### config.mk
export PLATFORM = sky130hd
export DESIGN_NAME = multicycle_control
export DESIGN_NICKNAME = d
export VERILOG_FILES = /design/src/rtl/multicycle_control.sv
export SDC_FILE = /design/constraint.sdc
export NUM_CORES = 1
export LEC_CHECK = 0
export ABC_AREA = 1
export CORE_AREA = 3 3 64 95
export DETAILED_ROUTE_END_ITERATION = 7
export DIE_AREA = 0 0 67 98
export PLACE_DENSITY = 0.84
export REMOVE_ABC_BUFFERS = 1
export SLEW_MARGIN = 10
export SYNTH_ARGS = -nofsm -noshare
export SYNTH_HDL_FRONTEND = slang
export SYNTH_SLANG_ARGS = --single-unit
### constraint.sdc
create_clock -name CLK -period 2.8 [get_ports CLK]
set_input_delay 0.7 -clock CLK [delete_from_list [all_inputs] [get_ports CLK]]
set_output_delay 0.7 -clock CLK [all_outputs]
set_load 0.01 [all_outputs]
### src/rtl/multicycle_control.sv
// Multicycle LEGv8 sequencing controller: decodes the IR opcode into a latched class and
// walks each instruction through FETCH/DECODE/EXEC/MEM/WB with memory handshakes.
module multicycle_control #(
  parameter int CNT_W = 32
) (
  input  logic             CLK,
  input  logic             Reset,
  input  logic [10:0]      Opcode,
  input  logic             Zero,
  input  logic             IReady,
  input  logic             DReady,
  output logic             IReq,
  output logic             IRWrite,
  output logic             PCWrite,
  output logic             PCSrc,
  output logic [2:0]       SignOp,
  output logic             ALUSrc,
  output logic [3:0]       ALUOp,
  output logic             Reg2Loc,
  output logic             DReq,
  output logic             MemRead,
  output logic             MemWrite,
  output logic             RegWrite,
  output logic             MemtoReg,
  output logic             Illegal,
  output logic [CNT_W-1:0] Retired
);

  typedef enum logic [2:0] {
    S_FETCH  = 3'd0,
    S_DECODE = 3'd1,
    S_EXEC   = 3'd2,
    S_MEM    = 3'd3,
    S_WB     = 3'd4,
    S_TRAP   = 3'd5
  } state_t;

  typedef enum logic [3:0] {
    C_B    = 4'd0,
    C_CBZ  = 4'd1,
    C_LDUR = 4'd2,
    C_STUR = 4'd3,
    C_ADD  = 4'd4,
    C_SUB  = 4'd5,
    C_AND  = 4'd6,
    C_ORR  = 4'd7,
    C_ADDI = 4'd8,
    C_SUBI = 4'd9,
    C_MOVZ = 4'd10,
    C_ILL  = 4'd11
  } cls_t;

  state_t           state_r;
  cls_t             class_r;
  logic             illegal_r;
  logic [CNT_W-1:0] retired_r;

  function automatic cls_t decode_class(input logic [10:0] op);
    cls_t c;
    casez (op)
      11'b000101?????: c = C_B;
      11'b10110100???: c = C_CBZ;
      11'b11111000010: c = C_LDUR;
      11'b11111000000: c = C_STUR;
      11'b10001011000: c = C_ADD;
      11'b11001011000: c = C_SUB;
      11'b10001010000: c = C_AND;
      11'b10101010000: c = C_ORR;
      11'b1001000100?: c = C_ADDI;
      11'b1101000100?: c = C_SUBI;
      11'b110100101??: c = C_MOVZ;
      default:         c = C_ILL;
    endcase
    return c;
  endfunction

  // R-type and the trap class have no immediate; they fall through to the B encoding.
  function automatic logic [2:0] sign_of(input cls_t c);
    logic [2:0] s;
    case (c)
      C_ADDI, C_SUBI: s = 3'b001;
      C_LDUR, C_STUR: s = 3'b010;
      C_CBZ:          s = 3'b011;
      C_MOVZ:         s = 3'b100;
      default:        s = 3'b000;
    endcase
    return s;
  endfunction

  // Sequencer state, latched class, sticky trap flag and retired-instruction counter.
  always_ff @(posedge CLK or posedge Reset) begin
    if (Reset) begin
      state_r   <= S_FETCH;
      class_r   <= C_B;
      illegal_r <= 1'b0;
      retired_r <= '0;
    end else begin
      case (state_r)
        S_FETCH: begin
          if (IReady) begin
            state_r <= S_DECODE;
          end else begin
            state_r <= S_FETCH;
          end
        end
        S_DECODE: begin
          class_r <= decode_class(Opcode);
          if (decode_class(Opcode) == C_ILL) begin
            state_r   <= S_TRAP;
            illegal_r <= 1'b1;
          end else begin
            state_r <= S_EXEC;
          end
        end
        S_EXEC: begin
          case (class_r)
            C_ADD, C_SUB, C_AND, C_ORR, C_ADDI, C_SUBI, C_MOVZ: state_r <= S_WB;
            C_LDUR, C_STUR: state_r <= S_MEM;
            C_B, C_CBZ: begin
              state_r   <= S_FETCH;
              retired_r <= retired_r + CNT_W'(1);
            end
            default: begin
              state_r   <= S_TRAP;
              illegal_r <= 1'b1;
            end
          endcase
        end
        S_MEM: begin
          if (!DReady) begin
            state_r <= S_MEM;
          end else if (class_r == C_LDUR) begin
            state_r <= S_WB;
          end else begin
            state_r   <= S_FETCH;
            retired_r <= retired_r + CNT_W'(1);
          end
        end
        S_WB: begin
          state_r   <= S_FETCH;
          retired_r <= retired_r + CNT_W'(1);
        end
        S_TRAP: begin
          state_r <= S_TRAP;
        end
        default: begin
          state_r <= S_FETCH;
        end
      endcase
    end
  end

  // Control decode from state and class; forced quiet while Reset is high.
  always_comb begin
    IReq     = 1'b0;
    IRWrite  = 1'b0;
    PCWrite  = 1'b0;
    PCSrc    = 1'b0;
    SignOp   = 3'b000;
    ALUSrc   = 1'b0;
    ALUOp    = 4'b0000;
    Reg2Loc  = 1'b0;
    DReq     = 1'b0;
    MemRead  = 1'b0;
    MemWrite = 1'b0;
    RegWrite = 1'b0;
    MemtoReg = 1'b0;
    if (!Reset) begin
      SignOp = sign_of(class_r);
      case (state_r)
        S_FETCH: begin
          IReq    = 1'b1;
          IRWrite = IReady;
          PCWrite = IReady;
        end
        S_EXEC: begin
          case (class_r)
            C_ADD: ALUOp = 4'b0010;
            C_SUB: ALUOp = 4'b0110;
            C_AND: ALUOp = 4'b0000;
            C_ORR: ALUOp = 4'b0001;
            C_ADDI: begin
              ALUSrc = 1'b1;
              ALUOp  = 4'b0010;
            end
            C_SUBI: begin
              ALUSrc = 1'b1;
              ALUOp  = 4'b0110;
            end
            C_MOVZ: begin
              ALUSrc = 1'b1;
              ALUOp  = 4'b0111;
            end
            C_LDUR, C_STUR: begin
              ALUSrc  = 1'b1;
              ALUOp   = 4'b0010;
              Reg2Loc = 1'b1;
            end
            C_B: begin
              PCWrite = 1'b1;
              PCSrc   = 1'b1;
            end
            C_CBZ: begin
              Reg2Loc = 1'b1;
              ALUOp   = 4'b0111;
              PCSrc   = 1'b1;
              PCWrite = Zero;
            end
            default: begin
              ALUOp = 4'b0000;
            end
          endcase
        end
        S_MEM: begin
          DReq     = 1'b1;
          MemRead  = (class_r == C_LDUR);
          MemWrite = (class_r == C_STUR);
        end
        S_WB: begin
          RegWrite = 1'b1;
          MemtoReg = (class_r == C_LDUR);
        end
        default: begin
          IReq = 1'b0;
        end
      endcase
    end else begin
      SignOp = 3'b000;
    end
  end

  assign Illegal = illegal_r;
  assign Retired = retired_r;

endmodule

[Word level (Yosys, flattened, before mapping)]
Cells that the tools add are included.
Word-level totals
  register bits: 40
  bits of input ports: 16
  output and inout port bits: 51
  word-level logic and storage cells: 99
Operators by class
  add/sub/neg operators: 1
  equal/unequal tests: 32
  multiplexer cells: 46
  reductions and logical operators: 16
Operators by type and width (count)
  32-bit 2-to-1 mux: 3
  32-bit case mux with 3 select lines: 1
  11-bit equality test, second input constant: 6
  4-bit case mux with 11 select lines: 1
  32-bit by 1-bit adder with 32-bit output, second input constant: 1
  1-bit 2-to-1 mux: 27
  3-bit case mux with 4 select lines: 2
  10-bit equality test, second input constant: 2
  3-bit 2-to-1 mux: 6
  4-bit by 3-bit equality test with 1-bit output, second input constant: 4
  4-bit equality test, second input constant: 4
  3-bit case mux with 5 select lines: 1
  11-bit OR reduction: 1
  2-bit inequality test, second input constant: 5
  2-bit OR reduction: 5
  9-bit equality test, second input constant: 1
  3-bit case mux with 3 select lines: 1
  4-bit by 2-bit equality test with 1-bit output, second input constant: 2
  8-bit equality test, second input constant: 1
  7-bit OR reduction: 1
  3-bit by 2-bit equality test with 1-bit output, second input constant: 2
  3-bit equality test, second input constant: 2
  6-bit by 3-bit equality test with 1-bit output, second input constant: 1
  1-bit case mux with 2 select lines: 3
  other kinds (12): 12

[Logic depth before layout (Yosys ltp)]
Gate-level depths: netlist of run 1.
  depth in word-level cells: 6
  gate-level depth with buffers: 10

[Worst setup path after synthesis of run 1]
Ideal clock, no wire load.
  path kind: input to output
  start point: input Reset
  end point: output SignOp[0]
  arrival: 1.293 ns
  setup slack: 0.807 ns
  stages: 1
  cell sequence: a2111oi_0
Between the ends
  word-level cells in the longest chain between the ends: 1
Ends and longest elaborated chain
  start: declaration: RTL line 7  | input logic Reset,
  3-bit 2-to-1 mux: RTL line 168  | if (!Reset) begin
  end: declaration: RTL line 16  | output logic [2:0] SignOp,
Every way passes these cells.

[Final worst setup path of run 1]
Ends and elaborated chain as after synthesis.

==> flow_summary.json, run 1 <==
{
  "finalCriticalPeriod_ns": 2.65,
  "antenna_found_initial": 0,
  "netlist_area_um2": 2900,
  "hpwl_mm": 6.07,
  "synth_cells": 451,
  "path_cells": "dlygate4sd2_1 -> a2111oi_0 -> clkdlybuf4s50_1",
  "cts_buffers": 5,
  "io_pins": 67,
  "cts.clk_slew.worst_paths_ns": 0.07,
  "worst-slew-pin-transition_ns": 0.514,
  "p_leak_nw": 1.77,
  "status": "finished, final reports clean",
  "die_area_um2": 6570,
  "grt_first_pass_wirelength_mm": 12.9,
  "min-delay-path-class": "flop to flop",
  "grt-ovfl-total": 0,
  "worstSkewPairLatency_ns": 0.29,
  "final_common_cell": "nand2_1",
  "cts_hold_buf": 0,
  "totalNegativeSetupSlack_ns": 0,
  "ys_ff_latch": 40,
  "path_buf_inv": 2,
  "ant_nets": 0,
  "fmax_mhz": 377,
  "cp.arrival_ns": 1.95,
  "clk_path_buf_depth": 2,
  "grt_use_met3_pct": 3.91,
  "drc": 0,
  "antenna_cells": 0,
  "cp.required_ns": 2.10,
  "gp_congestion": 0.900,
  "ff_latch_area_um2": 1000,
  "nNetsFinal": 538,
  "top_usage_layer": "met2",
  "die_w_um": 67,
  "critPathTopFamily": "buffers and inverters",
  "initial_core_util_pct": 54.8,
  "area_growth_pct": 29.3,
  "hold_depth": 2,
  "ys_warn_count": 0,
  "rsz0062_at_grt": "false",
  "ys_types": 37,
  "avgSynthCellArea_um2": 6.42,
  "grtUsageMet1_pct": 27.4,
  "num_vias": 3047,
  "fillers": 471,
  "min-delay-start": "Illegal$_DFFE_PP0P_",
  "final_max_slew_viol_count": 0,
  "multi_input_area_um2": 1640,
  "hold_path_end": "Illegal$_DFFE_PP0P_",
  "yosysSeqAreaShare_pct": 34.6,
  "rr_worst_depth": 10,
  "firstDrtPassIters": 4,
  "crit_path_max_incr_delay_ns": 0.63,
  "slew_headroom_pct": 65.7,
  "h-tree-depth": 2,
  "pre_cts_ws_ns": -0.0570,
  "powerDensity_nw_per_um2": 590,
  "drt-wirelength-per-cell_um": 13.1,
  "hold_viol": 0,
  "setup_viol": 0,
  "timing.final.ws_setup_ns": 0.148,
  "path_class": "primary input to output pin",
  "worst_setup_path_start_kind": "primary input",
  "vias_per_cell": 5.16,
  "slowest_stage": "clkdlybuf4s50_1",
  "port_buffers": 65,
  "fin_crit_sh_pct": 94.7,
  "grt_util_all_layers_pct": 24.7,
  "routed_wl_mm": 7.71,
  "final_cell_mix": "161 x nand2_1, 67 x nor2_1, 59 x clkdlybuf4s50_1",
  "grt_pass1_vias": 2907,
  "cts_setup_buffers": 0,
  "cap_violations": 0,
  "r2r_start": "Retired[0]$_DFFE_PP0P_",
  "worstSetupEndpointType": "output pin",
  "reg2reg_slack_ns": 1.02,
  "die_h_um": 98,
  "crit_fanout": 5,
  "use_met2_pct": 44.8,
  "cts_tree": "yes",
  "startpoint": "Reset",
  "grt_max_degree": 41,
  "ir_worst_vdd_mv": 0.463,
  "drtIter0Drc": 192,
  "cts_root_buf": "clkbuf_8",
  "cts.sinks": 40,
  "r2r_end": "Retired[30]$_DFFE_PP0P_",
  "drive_gt1_share_pct": 8.05,
  "core_um2": 5290,
  "row_count": 32,
  "skew_ns": 0.0120
}
==> metrics by stage <==
step	power, mW	hold WS [ns]	instances	cell area (um^2)	utilization, %
finish	2.21	0.501	590	3740	70.8
global placement	1.73	0.472	582	3620	68.5
CTS	2.21	0.498	590	3730	70.5
floorplan	1.36	0.513	444	2850	-
global route	2.37	0.538	590	3740	70.8
detailed placement	1.75	0.476	582	3620	68.5
==> worst max path at each step <==
stage,end,slack [ns],cells past startpoint
after floorplan,SignOp[0],0.81,1
after global placement,ALUOp[1],-0.05,5
after detailed placement,ALUOp[1],-0.06,5
after CTS,ALUOp[0],0.02,9
after global routing,ALUOp[2],0.03,8
final,SignOp[0],0.15,3
==> area by class of cell <==
class,instances,area share [%]
multi-input combinational,347,43.8
sequential,40,26.8
timing repair buffer,70,18.4
inverter,57,5.78
tap,68,2.27
clock buffer,5,1.84
clock inverter,3,1.14
==> logic make-up after synthesis <==
logic type	count (synthesis)	share of synthesized area, %
adders and majority gates	1	0.432
AOI/OAI and AO/OA	21	4.58
DFF	40	34.6
xor gates and xnor gates	24	7.26
other	1	0.130
and+or+nand+nor	300	43.9
buffers and inverters	64	9.12
==> metal layers <==
| metal | part of all wire, % | routed length [um] |
|---|---|---|
| met2 | 55 | 4240 |
| met5 | 0 | 0 |
| met4 | 2.8 | 215 |
| met3 | 4.3 | 328 |
| met1 | 38 | 2930 |
==> flip-flops by register name, summed over array words and instances, names as in the netlist <==
signal and cells:
Illegal 1, Retired 32, class_r 4, state_r 3
==> synth_stat cells <==
library cell | instances | share of area (%)
nand3b_1 | 1 | 0.26
nand2_4 | 1 | 0.39
o21ai_1 | 8 | 1.4
nand3_2 | 1 | 0.35
dfrtp_1 | 40 | 35
xor2_1 | 15 | 4.5
nor2_4 | 2 | 0.78
nor4_1 | 2 | 0.43
nand2_2 | 3 | 0.65
buf_4 | 3 | 0.78
a41oi_1 | 1 | 0.30
nand2_1 | 161 | 21
clkbuf_1 | 1 | 0.13
xnor2_1 | 9 | 2.7
o211ai_2 | 1 | 0.43
nand3_1 | 27 | 4.7
conb_1 | 1 | 0.13
o21ai_0 | 3 | 0.52
nor3_2 | 1 | 0.35
buf_2 | 2 | 0.35
o2111ai_1 | 1 | 0.30
o22ai_1 | 1 | 0.22
or2_2 | 1 | 0.22
a211oi_1 | 1 | 0.26
inv_2 | 8 | 1.0
nor2_1 | 69 | 8.9
a2111oi_0 | 1 | 0.30
nor2_2 | 6 | 1.3
nand4_1 | 9 | 1.9
inv_4 | 1 | 0.22
nor3_1 | 16 | 2.8
inv_1 | 48 | 6.2
a31oi_1 | 1 | 0.22
ha_1 | 1 | 0.43
buf_6 | 1 | 0.39
o21ai_2 | 1 | 0.30
a21oi_1 | 2 | 0.35
==> worst reg2reg max path, cell delays in order, from the launching register on <==
cell,delay (ns)
dfrtp_1,0.42
ha_1,0.19
nand3_1,0.21
nor2_1,0.21
inv_2,0.06
nor2_1,0.26
nand2_1,0.09
nand2_1,0.06
nand2_1,0.05
nand2_1,0.05
o21ai_1,0.06
==> power breakdown <==
group | switching, mW | internal, mW
Clock | 0.208 | 0.264
Sequential | 0.152 | 0.682
Combinational | 0.545 | 0.359
==> what timing repair did <==
| item | in CTS | in global routing |
|---|---|---|
| pin swaps | 1 | 0 |
| endpoints found under the setup margin | 8 | 6 |
| gates cloned | 0 | 0 |
| hold endpoints to repair | 0 | 0 |
| resized for setup | 4 | 6 |
No activity file was read; power rests on OpenSTA's default activity.
==> run 2: changes to the inputs <==
Settings changed: SKIP_CTS_REPAIR_TIMING from default to 1.
==> run 2 against run 1 <==
Net effect: register-to-register slack hardly changed; non-clock buffer count stayed put; core utilization is 0.19 points higher; largest power group unchanged; clock power hardly changed; largest cell class unchanged; total power hardly changed; critical path depth is 5 higher; critical path type is now flop to output pin.
==> flow_summary.json, run 2 (same netlist as run 1, synthesis figures left out) <==
{
  "status": "finished, final reports clean",
  "grt_util_all_layers_pct": 24.7,
  "cts_root_buf": "clkbuf_8",
  "hold_viol": 0,
  "io_pins": 67,
  "firstDrtPassIters": 4,
  "vias_per_cell": 5.19,
  "grt_first_pass_wirelength_mm": 12.9,
  "port_buffers": 65,
  "rsz0062_at_grt": "false",
  "cts.clk_slew.worst_paths_ns": 0.07,
  "worst-slew-pin-transition_ns": 0.503,
  "cp.required_ns": 2.10,
  "hpwl_mm": 6.07,
  "p_leak_nw": 1.78,
  "cap_violations": 0,
  "cts_buffers": 5,
  "drc": 0,
  "powerDensity_nw_per_um2": 589,
  "worst_setup_path_start_kind": "flop",
  "grt_pass1_vias": 2907,
  "drtIter0Drc": 174,
  "largest_reg_flops": 32,
  "area_growth_pct": 29.6,
  "holdWs_ns": 0.501,
  "fillers": 467,
  "cts.sinks": 40,
  "skew_ns": 0.0122,
  "power_mw": 2.21,
  "worstSetupEndpointType": "output pin",
  "routed_wl_mm": 7.69,
  "cp.arrival_ns": 1.96,
  "clk_path_buf_depth": 2,
  "drt-wirelength-per-cell_um": 13.0,
  "ir_worst_vdd_mv": 0.463,
  "final_cell_mix": "161 x nand2_1, 67 x nor2_1, 61 x clkdlybuf4s50_1",
  "die_w_um": 67,
  "crit_fanout": 4,
  "core_um2": 5290,
  "ant_nets": 0,
  "h-tree-depth": 2,
  "slew_headroom_pct": 66.3,
  "cts_tree": "yes",
  "grt_max_degree": 41,
  "min-delay-path-class": "flop to flop",
  "setup_viol": 0,
  "nNetsFinal": 538,
  "timing.final.ws_setup_ns": 0.140,
  "worstSkewPairLatency_ns": 0.29,
  "antenna_found_initial": 0,
  "fin_crit_sh_pct": 95.0,
  "path_class": "flop to output pin",
  "initial_core_util_pct": 54.8,
  "antenna_cells": 0,
  "die_area_um2": 6570,
  "drive_gt1_share_pct": 8.05,
  "gp_congestion": 0.900,
  "final_max_slew_viol_count": 0,
  "grt-ovfl-total": 0,
  "finalCriticalPeriod_ns": 2.66,
  "num_vias": 3064,
  "die_h_um": 98,
  "row_count": 32,
  "final_common_cell": "nand2_1",
  "pre_cts_ws_ns": -0.0570,
  "fmax_mhz": 376
}
[run 2: changes by cell type in the layout (fill, tap and decap cells not counted)]
cell,delta
clkdlybuf4s50_1,+2
dlygate4sd2_1,-4
dlymetal6s2s_1,+2
[run 2: critical path, cell delays in order, from the launching register on]
cell and delay (ns):
dfrtp_1 0.40, inv_2 0.08, nand2_2 0.09, nor2_4 0.11, inv_1 0.10, nor2_2 0.11, inv_1 0.07, a41oi_1 0.16
clkdlybuf4s50_1 0.57
[run 2: worst paths after layout]
check	start	endpoint	slack, ns	cells after the start
max in group asynchronous	Reset	class_r[3]$_DFFE_PP0P_	1.61	4
worst max register to register	Retired[0]$_DFFE_PP0P_	Retired[30]$_DFFE_PP0P_	1.02	10
worst min-delay path	Illegal$_DFFE_PP0P_	Illegal$_DFFE_PP0P_	0.50	2
worst min register to register	Illegal$_DFFE_PP0P_	Illegal$_DFFE_PP0P_	0.50	2
worst max-delay path	state_r[2]$_DFF_PP0_	ALUOp[1]	0.14	8
min in group asynchronous	Reset	Retired[10]$_DFFE_PP0P_	0.80	4
[run 2: power by group]
part	leakage (nW)	internal [mW]	switching (mW)
Combinational	1.20	0.362	0.543
Sequential	0.525	0.682	0.151
Clock	0.0541	0.264	0.209
[run 2: area by class of cell]
type	count	area, um^2	area share (%)
clock buffer	5	68.8	1.83
clock inverter	3	42.5	1.13
inverter	57	216	5.77
multi-input combinational	347	1640	43.7
sequential	40	1000	26.7
tap	68	85.1	2.27
timing repair buffer	70	698	18.6
[run 2: layer usage]
layer / up-vias / global-route usage [%] / part of all wire, % / wire [um]
met1: 1408 / 27.4 / 38 / 2910
met2: 87 / 44.8 / 55 / 4220
li1: 1548 / - / - / -
met4: 0 / 10.2 / 2.8 / 216
met3: 21 / 3.91 / 4.3 / 334
met5: - / 0 / 0 / 0
[run 2: stage by stage]
step                utilization (%)  TNS (ns)  cell area [um^2]  cells
floorplan                         -         0              2850    444
global placement               68.5    -0.117              3620    582
detailed placement             68.5    -0.239              3620    582
CTS                            70.6    -0.247              3730    590
global route                   71.0         0              3750    590
finish                         71.0         0              3750    590
==> run 3: changes to the inputs <==
Settings changed: CORE_AREA 3 3 64 95 to 3 3 66 99, CTS_CLUSTER_SIZE from default to 40, DIE_AREA 0 0 67 98 to 0 0 69 102, PLACE_DENSITY 0.84 to 0.79.
Clock period 2.8 ns to 2.48 ns, I/O delays scaled along.
==> run 3 against run 2 <==
Net effect: via count up 0.72%; cell count up 1.0%; largest power group unchanged; highest routed layer unchanged; largest cell class unchanged; worst setup slack worse by 0.044 ns; global-route usage down 1.3 points; critical endpoint is now MemtoReg; clock power up 59%; sequential share of layout area down 0.54 points.
==> flow_summary.json, run 3 (same netlist as run 1, synthesis figures left out) <==
{
  "status": "finished, final reports clean",
  "grt_pass1_vias": 2946,
  "cp.required_ns": 1.86,
  "setup_viol": 0,
  "drt-wirelength-per-cell_um": 13.8,
  "area_growth_pct": 32.5,
  "timing.final.ws_setup_ns": 0.0956,
  "worst_setup_path_start_kind": "primary input",
  "h-tree-depth": 2,
  "grt_max_degree": 41,
  "skew_ns": 0.0106,
  "cts.clk_slew.worst_paths_ns": 0.07,
  "ant_nets": 0,
  "worstSkewPairLatency_ns": 0.30,
  "drive_gt1_share_pct": 8.59,
  "grt_first_pass_wirelength_mm": 13.3,
  "final_cell_mix": "161 x nand2_1, 68 x nor2_1, 53 x clkdlybuf4s50_1",
  "hold_viol": 0,
  "antenna_cells": 0,
  "path_cells": "dlymetal6s2s_1 -> buf_4 -> nor3_1 -> clkdlybuf4s50_1",
  "final_common_cell": "nand2_1",
  "port_buffers": 65,
  "core_um2": 5790,
  "fmax_mhz": 419,
  "hpwl_mm": 6.45,
  "cp.arrival_ns": 1.76,
  "antenna_found_initial": 0,
  "slowest_stage": "clkdlybuf4s50_1",
  "routed_wl_mm": 8.21,
  "firstDrtPassIters": 4,
  "drtIter0Drc": 163,
  "finalCriticalPeriod_ns": 2.38,
  "crit_path_max_incr_delay_ns": 0.57,
  "p_leak_nw": 1.97,
  "num_vias": 3086,
  "grt_util_all_layers_pct": 23.4,
  "cts_tree": "yes",
  "row_count": 34,
  "drc": 0,
  "totalNegativeSetupSlack_ns": 0,
  "nNetsFinal": 540,
  "cap_violations": 0,
  "cts.sinks": 40,
  "path_class": "primary input to output pin",
  "largest_reg_flops": 32,
  "die_w_um": 69,
  "worstSetupEndpointType": "output pin",
  "crit_fanout": 9,
  "io_pins": 67,
  "cts_root_buf": "clkbuf_8",
  "utilization_pct": 66.3,
  "cts_buffers": 5,
  "clk_path_buf_depth": 2,
  "power_mw": 2.72,
  "rsz0062_at_grt": "false",
  "fin_crit_sh_pct": 96.1,
  "min-delay-path-class": "flop to flop",
  "grt-ovfl-total": 0,
  "die_h_um": 102,
  "pre_cts_ws_ns": -0.287,
  "initial_core_util_pct": 50.0,
  "final_max_slew_viol_count": 0,
  "powerDensity_nw_per_um2": 710,
  "die_area_um2": 7040,
  "vias_per_cell": 5.18,
  "ir_worst_vdd_mv": 0.553,
  "gp_congestion": 0.889
}
[run 3: routing by layer]
| metal | share of wire (%) | up-vias | GRT usage [%] |
|---|---|---|---|
| met4 | 3.1 | 0 | 10.2 |
| met3 | 3.9 | 18 | 3.64 |
| li1 | - | 1549 | - |
| met5 | 0 | - | 0 |
| met1 | 38 | 1435 | 24.3 |
| met2 | 55 | 84 | 46.0 |
[run 3: final timing paths]
check / slack [ns] / endpoint / start / cells past startpoint
min reg2reg: 0.49 / Illegal$_DFFE_PP0P_ / Illegal$_DFFE_PP0P_ / 2
min in group asynchronous: 0.72 / Retired[11]$_DFFE_PP0P_ / Reset / 4
max in group asynchronous: 1.39 / class_r[1]$_DFFE_PP0P_ / Reset / 4
max: 0.1 / MemtoReg / Reset / 4
max reg2reg: 0.69 / Retired[30]$_DFFE_PP0P_ / Retired[0]$_DFFE_PP0P_ / 10
min: 0.49 / Illegal$_DFFE_PP0P_ / Illegal$_DFFE_PP0P_ / 2
[run 3: area by class of cell]
cell class,instances,area (um^2)
clock inverters,3,90.1
flip-flops and latches,40,1000
inverters,57,216
multi-input cells,347,1630
well taps,72,90.1
repair buffers,72,733
fillers,542,1950
clock buffers,5,68.8
[run 3: per-stage QoR]
stage | instance area (um^2) | hold slack [ns] | cells
finish | 3840 | 0.492 | 596
global route | 3840 | 0.523 | 596
CTS | 3800 | 0.500 | 596
detailed placement | 3640 | 0.474 | 588
global placement | 3640 | 0.471 | 588
floorplan | 2850 | 0.513 | 444
[run 3: power by group]
group	internal, mW	switching (mW)
sequential	0.771	0.174
combinational	0.403	0.624
clock	0.504	0.246
[run 3: worst max-delay path, delay by kind of cell]
kind / cells / cell delay [ns]
simple gates: 1 / 0.20
buf+inv: 3 / 0.95
